--- src/rtl/cmp_digit_if.sv ---
// Handshake and readback bundle between a digit producer and cmp_digit_sequencer.
// The master drives digit flags and control; the slave returns the chained result and tallies.
interface cmp_digit_if #(
  parameter int NUM_DIGITS = 4,
  parameter int TALLY_W    = 8
);
  localparam int IDX_W = $clog2(NUM_DIGITS + 1);

  logic               ena;
  logic               start;
  logic               digit_valid;
  logic               digit_gt;
  logic               digit_eq;
  logic               digit_lt;
  logic               tally_clr;
  logic [1:0]         tally_sel;
  logic               busy;
  logic               done;
  logic               res_gt;
  logic               res_eq;
  logic               res_lt;
  logic               res_err;
  logic [IDX_W-1:0]   digit_idx;
  logic [TALLY_W-1:0] tally_out;

  modport master (
    output ena, start, digit_valid, digit_gt, digit_eq, digit_lt, tally_clr, tally_sel,
    input  busy, done, res_gt, res_eq, res_lt, res_err, digit_idx, tally_out
  );

  modport slave (
    input  ena, start, digit_valid, digit_gt, digit_eq, digit_lt, tally_clr, tally_sel,
    output busy, done, res_gt, res_eq, res_lt, res_err, digit_idx, tally_out
  );
endinterface

--- src/rtl/cmp_digit_sequencer.sv ---
// Chains MSB-first one-hot digit compare flags into a wide-operand verdict and
// keeps saturating per-outcome tallies for self-test readback.
module cmp_digit_sequencer #(
  parameter int NUM_DIGITS = 4,
  parameter int TALLY_W    = 8
) (
  input logic         clk,
  input logic         rst_n,
  cmp_digit_if.slave  bus
);
  localparam int IDX_W = $clog2(NUM_DIGITS + 1);

  typedef enum logic [1:0] {
    S_IDLE,
    S_SCAN,
    S_DONE
  } state_e;

  // Tally slots line up with the tally_sel readback encoding.
  typedef enum logic [1:0] {
    T_GT  = 2'd0,
    T_EQ  = 2'd1,
    T_LT  = 2'd2,
    T_ERR = 2'd3
  } tally_e;

  state_e             state_q, state_d;
  logic [IDX_W-1:0]   idx_q, idx_d;
  logic               decided_q, decided_d;
  logic               verdict_gt_q, verdict_gt_d;
  logic               res_gt_q, res_gt_d;
  logic               res_eq_q, res_eq_d;
  logic               res_lt_q, res_lt_d;
  logic               res_err_q, res_err_d;
  logic [TALLY_W-1:0] tally_q [4];
  logic [TALLY_W-1:0] tally_d [4];
  logic [TALLY_W-1:0] tally_out_q, tally_out_d;

  logic [2:0] flags;
  logic       one_hot;
  tally_e     outcome;

  assign flags   = {bus.digit_gt, bus.digit_eq, bus.digit_lt};
  assign one_hot = (flags == 3'b100) || (flags == 3'b010) || (flags == 3'b001);

  always_comb begin
    if (res_err_q)     outcome = T_ERR;
    else if (res_lt_q) outcome = T_LT;
    else if (res_eq_q) outcome = T_EQ;
    else               outcome = T_GT;
  end

  // NOTE: every _d gets a hold default before any branch so no path leaves a
  // variable unassigned, which would otherwise infer a latch.
  always_comb begin
    state_d      = state_q;
    idx_d        = idx_q;
    decided_d    = decided_q;
    verdict_gt_d = verdict_gt_q;
    res_gt_d     = res_gt_q;
    res_eq_d     = res_eq_q;
    res_lt_d     = res_lt_q;
    res_err_d    = res_err_q;
    tally_d      = tally_q;
    tally_out_d  = tally_out_q;

    if (bus.ena) begin
      tally_out_d = tally_q[bus.tally_sel];

      unique case (state_q)
        S_IDLE: begin
          if (bus.start) begin
            state_d      = S_SCAN;
            idx_d        = '0;
            decided_d    = 1'b0;
            verdict_gt_d = 1'b0;
          end
        end

        S_SCAN: begin
          if (bus.digit_valid) begin
            idx_d = idx_q + IDX_W'(1);
            if (!one_hot) begin
              state_d   = S_DONE;
              res_gt_d  = 1'b0;
              res_eq_d  = 1'b0;
              res_lt_d  = 1'b0;
              res_err_d = 1'b1;
            end else begin
              // The first non-equal digit from the MSB side fixes the verdict.
              if (!decided_q && (bus.digit_gt || bus.digit_lt)) begin
                decided_d    = 1'b1;
                verdict_gt_d = bus.digit_gt;
              end
              if (idx_d == IDX_W'(NUM_DIGITS)) begin
                state_d   = S_DONE;
                res_gt_d  = decided_d && verdict_gt_d;
                res_lt_d  = decided_d && !verdict_gt_d;
                res_eq_d  = !decided_d;
                res_err_d = 1'b0;
              end
            end
          end
        end

        S_DONE: begin
          state_d = S_IDLE;
          if (tally_q[outcome] != '1) begin
            tally_d[outcome] = tally_q[outcome] + TALLY_W'(1);
          end
        end

        default: state_d = S_IDLE;
      endcase

      if (bus.tally_clr) begin
        for (int i = 0; i < 4; i++) tally_d[i] = '0;
      end
    end
  end

  // NOTE: state updates use non-blocking assignments so every flop samples
  // the pre-edge values, independent of statement order.
  always_ff @(posedge clk or negedge rst_n) begin
    if (!rst_n) begin
      state_q      <= S_IDLE;
      idx_q        <= '0;
      decided_q    <= 1'b0;
      verdict_gt_q <= 1'b0;
      res_gt_q     <= 1'b0;
      res_eq_q     <= 1'b0;
      res_lt_q     <= 1'b0;
      res_err_q    <= 1'b0;
      tally_out_q  <= '0;
      // NOTE: the tally array is small flop storage, not RAM, so it is reset
      // here; an abort must leave every counter at zero.
      for (int i = 0; i < 4; i++) tally_q[i] <= '0;
    end else begin
      state_q      <= state_d;
      idx_q        <= idx_d;
      decided_q    <= decided_d;
      verdict_gt_q <= verdict_gt_d;
      res_gt_q     <= res_gt_d;
      res_eq_q     <= res_eq_d;
      res_lt_q     <= res_lt_d;
      res_err_q    <= res_err_d;
      tally_out_q  <= tally_out_d;
      for (int i = 0; i < 4; i++) tally_q[i] <= tally_d[i];
    end
  end

  assign bus.busy      = (state_q == S_SCAN);
  assign bus.done      = (state_q == S_DONE);
  assign bus.res_gt    = res_gt_q;
  assign bus.res_eq    = res_eq_q;
  assign bus.res_lt    = res_lt_q;
  assign bus.res_err   = res_err_q;
  assign bus.digit_idx = idx_q;
  assign bus.tally_out = tally_out_q;
endmodule

--- src/flat_wrapper.sv ---
// flat-port wrapper written by rule: the top's interface ports become plain ports
module cmp_digit_sequencer_flat 
#(
  parameter int NUM_DIGITS = 4,
  parameter int TALLY_W    = 8
)
  (clk, rst_n, bus_ena, bus_start, bus_digit_valid, bus_digit_gt, bus_digit_eq, bus_digit_lt, bus_tally_clr, bus_tally_sel, bus_busy, bus_done, bus_res_gt, bus_res_eq, bus_res_lt, bus_res_err, bus_digit_idx, bus_tally_out);
  cmp_digit_if #(.NUM_DIGITS(NUM_DIGITS), .TALLY_W(TALLY_W)) bus_i ();
  input logic clk;
  input logic rst_n;
  input wire logic [$bits(bus_i.ena)-1:0] bus_ena;
  input wire logic [$bits(bus_i.start)-1:0] bus_start;
  input wire logic [$bits(bus_i.digit_valid)-1:0] bus_digit_valid;
  input wire logic [$bits(bus_i.digit_gt)-1:0] bus_digit_gt;
  input wire logic [$bits(bus_i.digit_eq)-1:0] bus_digit_eq;
  input wire logic [$bits(bus_i.digit_lt)-1:0] bus_digit_lt;
  input wire logic [$bits(bus_i.tally_clr)-1:0] bus_tally_clr;
  input wire logic [$bits(bus_i.tally_sel)-1:0] bus_tally_sel;
  output wire logic [$bits(bus_i.busy)-1:0] bus_busy;
  output wire logic [$bits(bus_i.done)-1:0] bus_done;
  output wire logic [$bits(bus_i.res_gt)-1:0] bus_res_gt;
  output wire logic [$bits(bus_i.res_eq)-1:0] bus_res_eq;
  output wire logic [$bits(bus_i.res_lt)-1:0] bus_res_lt;
  output wire logic [$bits(bus_i.res_err)-1:0] bus_res_err;
  output wire logic [$bits(bus_i.digit_idx)-1:0] bus_digit_idx;
  output wire logic [$bits(bus_i.tally_out)-1:0] bus_tally_out;
  assign bus_i.ena = bus_ena;
  assign bus_i.start = bus_start;
  assign bus_i.digit_valid = bus_digit_valid;
  assign bus_i.digit_gt = bus_digit_gt;
  assign bus_i.digit_eq = bus_digit_eq;
  assign bus_i.digit_lt = bus_digit_lt;
  assign bus_i.tally_clr = bus_tally_clr;
  assign bus_i.tally_sel = bus_tally_sel;
  assign bus_busy = bus_i.busy;
  assign bus_done = bus_i.done;
  assign bus_res_gt = bus_i.res_gt;
  assign bus_res_eq = bus_i.res_eq;
  assign bus_res_lt = bus_i.res_lt;
  assign bus_res_err = bus_i.res_err;
  assign bus_digit_idx = bus_i.digit_idx;
  assign bus_tally_out = bus_i.tally_out;
  cmp_digit_sequencer #(.NUM_DIGITS(NUM_DIGITS), .TALLY_W(TALLY_W)) u_core (.clk(clk), .rst_n(rst_n), .bus(bus_i));
endmodule
--- config.mk ---
export PLATFORM = sky130hd
export DESIGN_NAME = cmp_digit_sequencer_flat
export DESIGN_NICKNAME = d
export VERILOG_FILES = /design/src/rtl/cmp_digit_if.sv /design/src/rtl/cmp_digit_sequencer.sv /design/src/flat_wrapper.sv
export SDC_FILE = /design/constraint.sdc
export NUM_CORES = 1
export LEC_CHECK = 0
export BUFFER_PORTS_ARGS = -buffer_cell sky130_fd_sc_hd__buf_2
export CORE_MARGIN = 2
export CORE_UTILIZATION = 54
export CTS_BUF_LIST = sky130_fd_sc_hd__clkbuf_16
export DETAILED_ROUTE_END_ITERATION = 7
export PLACE_DENSITY = 0.82
export SETUP_SLACK_MARGIN = 0.5
export SLEW_MARGIN = 40
export SYNTH_ARGS = -nofsm -noshare
export SYNTH_HDL_FRONTEND = slang
export SYNTH_SLANG_ARGS = --single-unit
--- constraint.sdc ---
create_clock -name clk -period 2.64 [get_ports clk]
set_input_delay 0.132 -clock clk [delete_from_list [all_inputs] [get_ports clk]]
set_output_delay 0.132 -clock clk [all_outputs]
set_load 0.01 [all_outputs]
==> results.sh, run 1 <==
export IMPL_port_buffers=27
export IMPL_dieArea_sq_um=6190
export IMPL_regToRegSetupSlack_ps=140
export IMPL_nNetsFinal=386
export IMPL_total_power_divided_by_cell_area_nw_per_um2=1250
export IMPL_worstPathRequired_ps=2820
export IMPL_setup_worst_path_class="flop to flop"
export IMPL_post_synth_cell_types=50
export IMPL_ff_latch_count_synth=51
export IMPL_totalNegativeSetupSlack_ps=0
export IMPL_cts_buffer_depth=2
export IMPL_num_vias=2877
export IMPL_cp_num_buf_inv=2
export IMPL_critical_path_max_fanout=6
export IMPL_cts_tree="built"
export IMPL_die_h_um=78.7
export IMPL_clock_root_buffer="sky130_fd_sc_hd__clkbuf_16"
export IMPL_drt_drc_violations_left=0
export IMPL_reg2regPathDepth=11
export IMPL_worstHoldPathType="input pin to flop"
export IMPL_start_kind="flop"
export IMPL_max_slew_worst_pin_slew_ps=729
export IMPL_critical_path_max_stage_delay_ps=450
export IMPL_drt_wirelength_per_cell_um=20.1
export IMPL_post_route_fraction_of_the_period_consumed_by_the_critical_path_pct=94.9
export IMPL_die_w_um=78.7
export IMPL_grt_pass1_vias=2620
export IMPL_postSynthCellCount=322
export IMPL_grt_antenna_before_repair=0
export IMPL_core_area_sq_um=5440
export IMPL_std_cell_rows=27
export IMPL_max_cap_violations=0
export IMPL_timing_critical_path_slowest_stage_cell="sky130_fd_sc_hd__dfrtp_1"
export IMPL_gr_total_overflow=0
export IMPL_grt_pass1_wl_um=13100
export IMPL_cts_sinks=51
export IMPL_max_vdd_ir_drop_v=0.000578
export IMPL_syn2layout_area_growth_pct=25.1
export IMPL_final_max_slew_violation_count=0
export IMPL_clock_skew_final_ps=7.97
export IMPL_syn_mean_instance_area_sq_um=9.35
export IMPL_worst_setup_path_end_kind="flop"
export IMPL_layout_core_utilization_pct=69.2
export IMPL_static_leakage_power_nw=1.63
export IMPL_synth_flop_cell="sky130_fd_sc_hd__dfrtp_1"
export IMPL_finalPower_mw=4.69
export IMPL_crit_start="u_core.bus.res_lt"
export IMPL_clock_insertion_delay_worst_skew_ps=300
export IMPL_fmaxAchievable_ghz=0.399
export IMPL_hold_violations=0
export IMPL_status="completed"
export IMPL_gp_congestion=0.905
export IMPL_timing_critical_path_cells="nor2b_4, a222oi_1, buf_4, ha_4, nor2b_1, nand4_1, o21bai_4, clkbuf_16, nor3_2, a21oi_1, o21ai_1"
export IMPL_cts_made_buffers=5
export IMPL_route_antenna_remaining_nets=0
export IMPL_crit_cells=11
export IMPL_htreeDepth=2
export IMPL_post_dp_hpwl_um=5060
export IMPL_rsz0062_at_grt="true"
export IMPL_maxSlewHeadroom_pct=51.3
export IMPL_detail_route_first_pass_iterations=8
export IMPL_synth_yosys_warnings=0
export IMPL_detail_route_iter0_violations=375
export IMPL_crit_reg2reg_capture="u_core.tally_q[0]"
export IMPL_count_of_flip_flops_with_a_built_in_enable_after_synthesis=0
export IMPL_drive_gt1_share_pct=30.4
export IMPL_crit_end="u_core.tally_q[0]"
export IMPL_timing_final_crit_period_ps=2500
export IMPL_reg2reg_from="u_core.bus.res_lt"
export IMPL_pin_count=28
export IMPL_detail_route_vias_per_cell=6.48
export IMPL_grt_max_degree=35
export IMPL_initial_core_util_pct=55.3
export IMPL_cpLargestDelayFamily="compound AO/OA/AOI/OAI gates"
export IMPL_cts_clk_slew_worst_paths_ps=70
export IMPL_grtUsageTotal_pct=27.8
export IMPL_post_synth_instance_area_sq_um=3010
export IMPL_setup_viol=0
export IMPL_total_length_of_routed_wires_um=8920
export IMPL_fraction_of_synthesis_flops_using_an_asynchronous_set_or_reset_pin_pct=100
export IMPL_synth_nets=336
export IMPL_insertedDiodeCount=0
export IMPL_worstPathArrival_ps=2680
export IMPL_synth_yosys_seq_area_share_pct=42.4
## worst reg2reg max path, cell delays in order (launching register included)
cell and delay (ps):
sky130_fd_sc_hd__dfrtp_1 450, sky130_fd_sc_hd__nor2b_4 170, sky130_fd_sc_hd__a222oi_1 350, sky130_fd_sc_hd__buf_4 210, sky130_fd_sc_hd__ha_4 130, sky130_fd_sc_hd__nor2b_1 130, sky130_fd_sc_hd__nand4_1 160, sky130_fd_sc_hd__o21bai_4 340
sky130_fd_sc_hd__clkbuf_16 210, sky130_fd_sc_hd__nor3_2 40, sky130_fd_sc_hd__a21oi_1 130, sky130_fd_sc_hd__o21ai_1 80
## registers in the layout, summed over array words and instances (netlist names)
| register | cells |
|---|---|
| u_core.tally_q | 32 |
| u_core.bus.tally_out | 8 |
| u_core.bus.digit_idx | 3 |
| u_core.state_q | 2 |
| u_core.bus.res_eq | 1 |
| u_core.bus.res_err | 1 |
| u_core.bus.res_gt | 1 |
| u_core.bus.res_lt | 1 |
| u_core.decided_q | 1 |
| u_core.verdict_gt_q | 1 |
## cells in the mapped netlist (2+ instances only)
library cell | instances | area [sq um]
sky130_fd_sc_hd__mux2i_1 | 8 | 80.1
sky130_fd_sc_hd__inv_1 | 14 | 52.6
sky130_fd_sc_hd__o221ai_1 | 2 | 17.5
sky130_fd_sc_hd__or2_2 | 2 | 12.5
sky130_fd_sc_hd__dfrtp_1 | 51 | 1280
sky130_fd_sc_hd__nor3_1 | 9 | 45.0
sky130_fd_sc_hd__o31ai_1 | 9 | 67.6
sky130_fd_sc_hd__xor2_1 | 2 | 17.5
sky130_fd_sc_hd__nor2b_1 | 8 | 50.1
sky130_fd_sc_hd__mux4_2 | 8 | 180
sky130_fd_sc_hd__a21boi_0 | 2 | 15.0
sky130_fd_sc_hd__nand2_1 | 36 | 135
sky130_fd_sc_hd__nand3_1 | 3 | 15.0
sky130_fd_sc_hd__xnor2_1 | 2 | 17.5
sky130_fd_sc_hd__o31a_1 | 2 | 17.5
sky130_fd_sc_hd__nor3b_1 | 13 | 97.6
sky130_fd_sc_hd__nand4_1 | 3 | 18.8
sky130_fd_sc_hd__a222oi_1 | 3 | 30.0
sky130_fd_sc_hd__buf_2 | 6 | 30.0
sky130_fd_sc_hd__o21ai_1 | 10 | 50.1
sky130_fd_sc_hd__mux2_2 | 9 | 101
sky130_fd_sc_hd__clkbuf_1 | 10 | 37.5
sky130_fd_sc_hd__a21oi_1 | 30 | 150
sky130_fd_sc_hd__or3_1 | 3 | 18.8
sky130_fd_sc_hd__nor2_1 | 15 | 56.3
sky130_fd_sc_hd__and3b_1 | 2 | 17.5
sky130_fd_sc_hd__nand2b_1 | 5 | 31.3
sky130_fd_sc_hd__o21ai_0 | 30 | 150
sky130_fd_sc_hd__buf_1 | 2 | 7.51
sky130_fd_sc_hd__ha_1 | 3 | 37.5
## layer usage
| layer | GRT usage, % | up-vias | part of all wire (%) |
|---|---|---|---|
| li1 | - | 1266 | - |
| met1 | 35.6 | 1377 | 40 |
| met2 | 45.6 | 190 | 47 |
| met3 | 4.94 | 44 | 8.3 |
| met4 | 13.3 | 0 | 4.4 |
| met5 | 0 | - | 0 |
## repair_timing
item                                    CTS  global route
endpoints found under the setup margin   32            32
hold endpoints to repair                 21             0
cloned                                    1             1
hold buffers                              1             0
resized for setup                        12            21
pin swaps                                 4            10
buffers inserted                          8             5
## cells by family (layout without fill, tap and decap cells)
family | count (synthesis) | count (layout) | synth area share, %
AO/OA/AOI/OAI | 101 | 101 | 20.3
XOR/XNOR | 4 | 4 | 1.16
adder cells (fa/ha/maj) | 3 | 3 | 1.25
buffers and inverters | 33 | 83 | 4.62
flip-flops | 51 | 51 | 42.4
multiplexers | 25 | 25 | 12.0
AND/OR/NAND/NOR | 105 | 105 | 18.3
## cell usage in the layout (no fill, tap or decap), types with 2 or more instances in the layout
| cell | count |
|---|---|
| sky130_fd_sc_hd__o21ai_0 | 26 |
| sky130_fd_sc_hd__nand2b_1 | 4 |
| sky130_fd_sc_hd__mux4_2 | 8 |
| sky130_fd_sc_hd__or2_2 | 2 |
| sky130_fd_sc_hd__o31a_1 | 2 |
| sky130_fd_sc_hd__mux2_2 | 9 |
| sky130_fd_sc_hd__buf_2 | 27 |
| sky130_fd_sc_hd__nor2b_1 | 6 |
| sky130_fd_sc_hd__and3b_1 | 2 |
| sky130_fd_sc_hd__nand3_1 | 3 |
| sky130_fd_sc_hd__nor3_1 | 7 |
| sky130_fd_sc_hd__buf_4 | 29 |
| sky130_fd_sc_hd__or3_1 | 3 |
| sky130_fd_sc_hd__ha_1 | 2 |
| sky130_fd_sc_hd__inv_1 | 15 |
| sky130_fd_sc_hd__nor3_2 | 3 |
| sky130_fd_sc_hd__a222oi_1 | 3 |
| sky130_fd_sc_hd__dfrtp_2 | 2 |
| sky130_fd_sc_hd__a21oi_1 | 29 |
| sky130_fd_sc_hd__o31ai_1 | 7 |
| sky130_fd_sc_hd__nand4_1 | 3 |
| sky130_fd_sc_hd__nor2_2 | 2 |
| sky130_fd_sc_hd__dfrtp_1 | 49 |
| sky130_fd_sc_hd__o21ai_1 | 14 |
| sky130_fd_sc_hd__clkbuf_16 | 6 |
| sky130_fd_sc_hd__nand2_1 | 36 |
| sky130_fd_sc_hd__xor2_1 | 2 |
| sky130_fd_sc_hd__nor2_1 | 13 |
| sky130_fd_sc_hd__mux2i_1 | 6 |
| sky130_fd_sc_hd__o31ai_2 | 3 |
| sky130_fd_sc_hd__nor3b_1 | 12 |
## worst min-delay path by stage
stage | start | end | slack (ps) | cells past startpoint
2_1_floorplan | rst_n | u_core.bus.digit_idx[0] | -160 | 0
3_3_place_gp | rst_n | u_core.tally_q[28] | 120 | 1
3_5_place_dp | rst_n | u_core.bus.tally_out[5] | 130 | 1
4_1_cts | bus_digit_eq | u_core.decided_q | 180 | 4
5_1_grt | bus_digit_valid | u_core.state_q[0] | 250 | 3
6_report | bus_digit_eq | u_core.decided_q | 170 | 4
## through the flow
stage / hold slack (ps) / worst slack (ps) / cell area [sq um] / cells
global placement: 119 / 222 / 3310 / 421
global route: 246 / 0.633 / 3760 / 444
floorplan: -164 / 121 / 3030 / 322
finish: 170 / 136 / 3760 / 444
CTS: 176 / 365 / 3610 / 438
detailed placement: 132 / 133 / 3310 / 421
## cell type report
| type | count | area (sq um) |
|---|---|---|
| Clock inverter | 2 | 33.8 |
| Timing Repair Buffer | 62 | 462 |
| Clock buffer | 5 | 125 |
| Inverter | 14 | 52.6 |
| Fill cell | 383 | 1680 |
| Tap cell | 72 | 90.1 |
| Multi-Input combinational cell | 238 | 1720 |
| Sequential cell | 51 | 1280 |
## power by group
part	internal [mW]	switching [mW]	leakage, nW
sequential	1.13	0.391	0.618
clock	0.439	0.287	0.0811
combinational	1.15	1.29	0.932
(Power assumes the default switching activity.)
==> run 2, diff against run 1 <==
REMOVE_ABC_BUFFERS = 1   (was unset)
==> results.sh, run 2 (synthesized netlist as in run 1, its figures left out) <==
export IMPL_detail_route_first_pass_iterations=7
export IMPL_nNetsFinal=403
export IMPL_largest_register_ff_count=32
export IMPL_crit_reg2reg_capture="u_core.tally_q[20]"
export IMPL_syn2layout_area_growth_pct=33.6
export IMPL_port_buffers=27
export IMPL_fmaxAchievable_ghz=0.366
export IMPL_status="finished, violations left"
export IMPL_worstPathArrival_ps=2960
export IMPL_cts_sinks=51
export IMPL_hold_path_endpoint="u_core.decided_q"
export IMPL_worstHoldPathType="input pin to flop"
export IMPL_fillerInstances=310
export IMPL_gp_congestion=0.858
export IMPL_die_w_um=78.7
export IMPL_critical_path_max_fanout=9
export IMPL_pin_count=28
export IMPL_pre_cts_setup_slack_ps=68.2
export IMPL_route_antenna_remaining_nets=0
export IMPL_post_dp_hpwl_um=5040
export IMPL_grt_antenna_before_repair=0
export IMPL_die_h_um=78.7
export IMPL_min_delay_path_depth=4
export IMPL_core_area_sq_um=5440
export IMPL_detail_route_vias_per_cell=6.99
export IMPL_totalNegativeSetupSlack_ps=-95.5
export IMPL_clock_root_buffer="sky130_fd_sc_hd__clkbuf_16"
export IMPL_cts_tree="built"
export IMPL_max_cap_violations=0
export IMPL_regToRegSetupSlack_ps=-100
export IMPL_htreeDepth=2
export IMPL_hold_violations=0
export IMPL_layout_core_utilization_pct=73.9
export IMPL_timing_hold_worst_start="bus_digit_eq"
export IMPL_max_vdd_ir_drop_v=0.000599
export IMPL_std_cell_rows=27
export IMPL_cts_made_buffers=5
export IMPL_mostFrequentLayoutCell="sky130_fd_sc_hd__dfrtp_1"
export IMPL_finalPower_mw=5.11
export IMPL_rsz0062_at_grt="true"
export IMPL_static_leakage_power_nw=1.75
export IMPL_clock_skew_final_ps=8.11
export IMPL_setup_worst_path_class="flop to flop"
export IMPL_start_kind="flop"
export IMPL_reg2reg_from="u_core.bus.res_err"
export IMPL_grt_pass1_vias=2919
export IMPL_worstPathRequired_ps=2860
export IMPL_final_design_area_no_fill_sq_um=4020
export IMPL_initial_core_util_pct=55.3
export IMPL_total_length_of_routed_wires_um=10700
export IMPL_insertedDiodeCount=0
export IMPL_final_max_slew_violation_count=0
export IMPL_cts_clk_slew_worst_paths_ps=70
export IMPL_layout_common_cells="sky130_fd_sc_hd__dfrtp_1 (48), sky130_fd_sc_hd__buf_4 (36), sky130_fd_sc_hd__nand2_1 (33)"
export IMPL_dieArea_sq_um=6190
export IMPL_reg2regPathDepth=11
export IMPL_post_route_fraction_of_the_period_consumed_by_the_critical_path_pct=104
export IMPL_failing_checks="negative setup slack"
export IMPL_gr_total_overflow=0
export IMPL_drt_drc_violations_left=0
export IMPL_postPlaceCellArea_sq_um=3290
export IMPL_grtUsageTotal_pct=30.6
export IMPL_hold_slack_ps=185
export IMPL_clock_insertion_delay_worst_skew_ps=300
export IMPL_cts_buffer_depth=2
export IMPL_worst_setup_path_end_kind="flop"
export IMPL_finalWorstSetupSlack_ps=-95.5
export IMPL_detail_route_iter0_violations=686
export IMPL_drive_gt1_share_pct=39.2
export IMPL_timing_final_crit_period_ps=2740
export IMPL_num_vias=3231
export IMPL_setup_viol=1
export IMPL_total_power_divided_by_cell_area_nw_per_um2=1270
export IMPL_place_inst=419
export IMPL_max_slew_worst_pin_slew_ps=656
export IMPL_regMostFlops="u_core.tally_q"
export IMPL_drt_wirelength_per_cell_um=23.2
export IMPL_maxSlewHeadroom_pct=56.0
export IMPL_grt_pass1_wl_um=14600
export IMPL_grt_max_degree=40
export IMPL_finished_layout_cells=462
-- run 2: timing repair --
action                                  4_1_cts  5_1_grt
pin swaps                                    14       16
endpoints found under the setup margin       32       32
hold buffers                                  1        0
gates resized for setup                      36       47
hold endpoints to repair                     37        0
cloned                                        2        1
buffers inserted                             21       10
-- run 2: area by class of cell --
type	count	area (sq um)	area share [%]
multi-input combinational	238	1790	44.6
inverter	14	52.6	1.31
tap	72	90.1	2.24
clock buffer	5	125	3.11
clock inverter	3	43.8	1.09
sequential	51	1280	31.8
timing repair buffer	79	637	15.8
-- run 2: how the worst max path moves through the flow --
| stage | start | end | depth (start not counted) |
|---|---|---|---|
| after floorplan | u_core.bus.res_err | u_core.tally_q[19] | 9 |
| after global placement | u_core.bus.res_eq | u_core.tally_q[17] | 9 |
| after detailed placement | u_core.bus.res_err | u_core.tally_q[25] | 10 |
| after CTS | u_core.bus.res_lt | u_core.tally_q[9] | 11 |
| after global routing | u_core.tally_q[0] | u_core.tally_q[20] | 11 |
| final | u_core.bus.res_err | u_core.tally_q[20] | 11 |
-- run 2: critical path, stage by stage, from the launching register on --
cell,delay (ps)
sky130_fd_sc_hd__dfrtp_2,490
sky130_fd_sc_hd__or2_2,350
sky130_fd_sc_hd__o221ai_2,220
sky130_fd_sc_hd__ha_2,270
sky130_fd_sc_hd__buf_4,120
sky130_fd_sc_hd__buf_4,100
sky130_fd_sc_hd__buf_4,140
sky130_fd_sc_hd__nand4_1,180
sky130_fd_sc_hd__a2bb2oi_2,260
sky130_fd_sc_hd__nor2_2,100
sky130_fd_sc_hd__o31a_1,270
sky130_fd_sc_hd__o21ai_1,150
-- run 2: metal layers --
metal	up-vias	global-route usage [%]	wire length [um]
li1	1306	-	-
met1	1540	40.8	3820
met2	308	48.1	4950
met3	77	5.86	1390
met4	0	14.4	551
met5	-	0	0
-- run 2: power by group --
group          internal, mW  switching (mW)  leakage (nW)
registers              1.13           0.418         0.617
clock network         0.448           0.303        0.0838
logic                  1.29            1.52          1.05
total                  2.87            2.24          1.75
